==> src/rtl/uart_alu_if.sv <==
// uart_alu_if: gathers three UART bytes (operand A, operand B, opcode) for the ALU and
// returns its result as one byte to the transmitter. Define UART_ALU_IF_TIMEOUT_EN for the inter-byte timeout.
module uart_alu_if #(
  parameter int NB_DATA        = 8,
  parameter int NB_OP          = 6,
  parameter int TIMEOUT_CYCLES = 50000,
  parameter int NB_TIMEOUT     = 16
) (
  input  logic               clk,
  input  logic               i_rst,
  input  logic [NB_DATA-1:0] i_rx_data,
  input  logic               i_rx_valid,
  input  logic [NB_DATA-1:0] i_alu_result,
  input  logic               i_tx_done,
  output logic [NB_DATA-1:0] o_alu_data_a,
  output logic [NB_DATA-1:0] o_alu_data_b,
  output logic [NB_OP-1:0]   o_alu_op,
  output logic [NB_DATA-1:0] o_tx_data,
  output logic               o_tx_start,
  output logic               o_busy,
  output logic               o_timeout
);

  // Handshake: i_rx_valid and i_tx_done are one-cycle strobes with no back-pressure. A byte is
  // taken only in IDLE/GET_B/GET_OP, i_tx_done only counts in WAIT_TX, o_tx_start is a one-cycle strobe.
  localparam logic [2:0] IDLE    = 3'd0;
  localparam logic [2:0] GET_B   = 3'd1;
  localparam logic [2:0] GET_OP  = 3'd2;
  localparam logic [2:0] EXEC    = 3'd3;
  localparam logic [2:0] SEND    = 3'd4;
  localparam logic [2:0] WAIT_TX = 3'd5;

  logic [2:0] state;
  logic [2:0] next_state;
  logic       timeout_hit;

`ifdef UART_ALU_IF_TIMEOUT_EN
  localparam logic [NB_TIMEOUT-1:0] TIMEOUT_LAST = NB_TIMEOUT'(TIMEOUT_CYCLES - 1);

  logic [NB_TIMEOUT-1:0] timeout_cnt;
  logic                  collecting;

  assign collecting  = (state == GET_B) || (state == GET_OP);
  // A byte arriving on the expiry cycle wins over the timeout.
  assign timeout_hit = collecting && !i_rx_valid && (timeout_cnt == TIMEOUT_LAST);

  always_ff @(posedge clk or posedge i_rst) begin
    if (i_rst) begin
      timeout_cnt <= '0;
      o_timeout   <= 1'b0;
    end else begin
      o_timeout <= timeout_hit;
      if (!collecting || i_rx_valid || timeout_hit) timeout_cnt <= '0;
      else                                          timeout_cnt <= timeout_cnt + 1'b1;
    end
  end
`else
  assign timeout_hit = 1'b0;
  assign o_timeout   = 1'b0;
`endif

  always_comb begin
    next_state = state;
    case (state)
      IDLE:    if (i_rx_valid) next_state = GET_B;
      GET_B:   if (i_rx_valid) next_state = GET_OP;
               else if (timeout_hit) next_state = IDLE;
      GET_OP:  if (i_rx_valid) next_state = EXEC;
               else if (timeout_hit) next_state = IDLE;
      EXEC:    next_state = SEND;
      SEND:    next_state = WAIT_TX;
      WAIT_TX: if (i_tx_done) next_state = IDLE;
      default: next_state = IDLE;
    endcase
  end

  always_ff @(posedge clk or posedge i_rst) begin
    if (i_rst) begin
      state        <= IDLE;
      o_busy       <= 1'b0;
      o_tx_start   <= 1'b0;
      o_alu_data_a <= '0;
      o_alu_data_b <= '0;
      o_alu_op     <= '0;
      o_tx_data    <= '0;
    end else begin
      state      <= next_state;
      o_busy     <= (next_state != IDLE);
      o_tx_start <= (state == SEND);
      if (state == IDLE   && i_rx_valid) o_alu_data_a <= i_rx_data;
      if (state == GET_B  && i_rx_valid) o_alu_data_b <= i_rx_data;
      if (state == GET_OP && i_rx_valid) o_alu_op     <= i_rx_data[NB_OP-1:0];
      // EXEC gives the combinational ALU one full cycle to settle on the new operands.
      if (state == EXEC) o_tx_data <= i_alu_result;
    end
  end

endmodule
==> config.mk <==
export PLATFORM = sky130hd
export DESIGN_NAME = uart_alu_if
export DESIGN_NICKNAME = d
export VERILOG_FILES = /design/src/rtl/uart_alu_if.sv
export SDC_FILE = /design/constraint.sdc
export NUM_CORES = 1
export LEC_CHECK = 0
export BUFFER_PORTS_ARGS = -buffer_cell sky130_fd_sc_hd__buf_2
export CELL_PAD_IN_SITES_DETAIL_PLACEMENT = 1
export CELL_PAD_IN_SITES_GLOBAL_PLACEMENT = 1
export CORE_ASPECT_RATIO = 0.8
export CORE_MARGIN = 3
export CORE_UTILIZATION = 40
export CTS_BUF_LIST = sky130_fd_sc_hd__clkbuf_8
export DETAILED_ROUTE_END_ITERATION = 10
export PLACE_DENSITY = 0.77
export SLEW_MARGIN = 20
export SYNTH_ARGS = -nofsm -noshare
export SYNTH_HDL_FRONTEND = slang
export SYNTH_SLANG_ARGS = --single-unit
==> constraint.sdc <==
create_clock -name clk -period 1.9 [get_ports clk]
set_input_delay 0.285 -clock clk [delete_from_list [all_inputs] [get_ports clk]]
set_output_delay 0.285 -clock clk [all_outputs]
set_load 0.05 [all_outputs]
==> results by group <==
Die
  – Row cnt: 18
  – Die Height: 58.9 um
  – Die width: 72.2 um
  – Area of the die: about 0.0043 mm^2
  – Initial core utilization: 0.435
  – Core ar.: 0.00322 mm^2
  – Io pins: 53

Worst setup path
  – Worst path bufs/invs: 1
  – Reg2Reg Depth: 3
  – CP top delay family: flip-flops
  – Worst R2R Setup Slack: ~0.34 ns
  – CP Launch Point: state[1]$_DFF_PP0_
  – Crit path cell chain: nor4bb_2 > buf_4 > mux2_2
  – RR Startpoint: state[1]$_DFF_PP0_
  – Critical R2R Capture: o_alu_data_b[4]$_DFFE_PP0P_
  – CP peak stage delay: between 0.5 and 0.6 ns
  – Crit end category: flip-flop
  – Stages on worst setup path: 3
  – End of the critical path: o_alu_data_b[4]$_DFFE_PP0P_
  – CP Data Arrival Time: 1.71 ns
  – CP max stage cell: dfrtp_1
  – Setup CP Type: flip-flop to flip-flop
  – CP max FO: 11
  – Critical Path RT: 2.06 ns
  – Startpoint types: flip-flop

Clock tree
  – CTS resizes: 0
  – CTS root buffer: clkbuf_8
  – CTS Hold Bufs: 0
  – Clock sinks: 35
  – Clk_lat worst skew: 0.27 ns
  – CTS tree: built
  – Number of H-tree levels: 2
  – CTS Buf Count: 5
  – CTS max path bufs: 2
  – Post-CTS setup buffer count: 0
  – CTS clk-pin slew, worst paths: about 0.070 ns

Cells and area
  – Share of cells above drive strength 1: 0.644
  – Synth-to-Final Area Change: 28.0%
  – Layout Utilization: 0.557
  – Nets: 165
  – # diodes: 0

Drt
  – Routed WL: ~3000 um
  – Detailed-route vias per instance: slightly below 5
  – WL met1: between 1000 and 1500 um
  – DR WL met2: about 1500 um
  – Antenna Nets Post-Route: 0
  – Initial DRC count: 24
  – Highest routed layer: met4
  – DRC errors left: 0
  – WL met3: around 210 um
  – Vias: approximately 900
  – Drt first pass iters: 4
  – WL/cell: around 16 um

STA
  – Clock skew: around 0.0047 ns
  – Fin. Hold Viols: 0
  – Tmin final: 1.56 ns
  – Final setup viols: 0
  – Fin crit share: 0.819
  – Pins Over Slew Limit: 0
  – Fmax: between 600 and 700 MHz
  – Sum of negative setup slack: 0 ns
  – Unrepaired setup endpoints after global routing: no

Status
  – Status: complete, no violations

Job
  – Max_cap viols: 0

Hold path
  – Worst hold path type: input port to async pin

Placement
  – Dpl hpwl: 2260 um
  – Port-buffer cells: 51
  – Routability Congestion: ~0.76

Global route
  – Gr ovfl total: 0
  – Vias in the first global route: 995
  – Antenna violations before repair: 0
  – First-pass GRT wire length: roughly 5000 um
  – Total GRT Usage: 0.155
  – Largest net degree at the start of global routing: 36

Synth
  – Sequential fraction of the synthesis area: 0.625
  – Cells after Synth: 90
  – #FFs+latches synth: 35
  – Syn nets: 110
  – Post-Syn Area: around 0.0014 mm^2
  – Syn_area_per_cell: around 16 um^2
  – Synth cell types: 19
  – Ys Warns: 0
==> worst min-delay path by stage <==
stage / startpoint / endpoint / slack, ns / cells past startpoint
after global placement: i_rst / o_tx_data[5]$_DFFE_PP0P_ / 0.40 / 3
after CTS: i_rst / o_tx_data[5]$_DFFE_PP0P_ / 0.12 / 3
final: i_rst / o_tx_data[5]$_DFFE_PP0P_ / 0.11 / 3
after floorplan: i_rst / o_alu_data_a[0]$_DFFE_PP0P_ / 0.44 / 1
after global routing: i_rst / o_tx_data[5]$_DFFE_PP0P_ / 0.14 / 3
after detailed placement: i_rst / o_tx_data[5]$_DFFE_PP0P_ / 0.42 / 3
==> routing by layer <==
metal	global-route usage	up-vias
met5	0	-
met4	0.0483	0
met3	0.0495	2
met2	0.258	31
met1	0.192	457
li1	-	428
==> metrics by stage <==
step | area (um^2) | hold slack [ns] | std cells | setup slack (ns)
after floorplan | 1400 | 0.436 | 90 | 0.442
after global placement | 1690 | 0.398 | 178 | 0.418
after detailed placement | 1690 | 0.422 | 178 | 0.360
after CTS | 1790 | 0.117 | 186 | 0.328
after global routing | 1790 | 0.138 | 186 | 0.215
final | 1790 | 0.105 | 186 | 0.345
==> cell usage in the layout, fill, tap and decap left out, drive strengths merged <==
cell    count
buf        54
dfrtp      35
mux2       30
clkbuf      7
nor3b       3
inv         3
nand3b      2
a21oi       2
nor4b       2
and4bb      1
nor4bb      1
nand2b      1
a21o        1
o21ai       1
or4         1
nor4        1
conb        1
==> cells by family after synthesis <==
family,count (synthesis),share of synthesized area
mux,30,0.241
other cells,1,0.00268
buf+inv,8,0.0348
flops,35,0.625
compound gates,4,0.0161
simple gates,12,0.0804
==> area by class of cell <==
cell class	instances	area, um^2
Timing Repair Buffer	54	278
Clock inverter	1	3.75
Inverter	2	7.51
Fill cell	349	1430
Clock buffer	7	96.3
Multi-Input combinational cell	47	483
Tap cell	40	50.0
Sequential cell	35	876
==> synth_stat cells (all sizes together) <==
cell     n  area, um^2
o21ai    1        5.00
nor4bb   1        10.0
inv      2        7.51
nand2b   1        6.26
conb     1        3.75
a21oi    2        10.0
nor4b    2        32.5
a21o     1        7.51
dfrtp   35         876
and4bb   1        12.5
buf      6        41.3
nor4     1        6.26
or4      1        7.51
mux2    30         338
nor3b    3        22.5
nand3b   2        15.0
==> worst register-to-register path, cell delays in order (launching register included) <==
cell,delay (ns)
dfrtp_1,0.52
nor4bb_2,0.34
buf_4,0.23
mux2_2,0.36
==> sequential cells by signal, indices dropped and copies added, names as in the netlist <==
register      flops
o_alu_data_a      8
o_alu_data_b      8
o_tx_data         8
o_alu_op          6
state             3
o_busy            1
o_tx_start        1
Power is not shown: default switching activity piles up to over one toggle a cycle in this logic, so the estimate is an artifact.
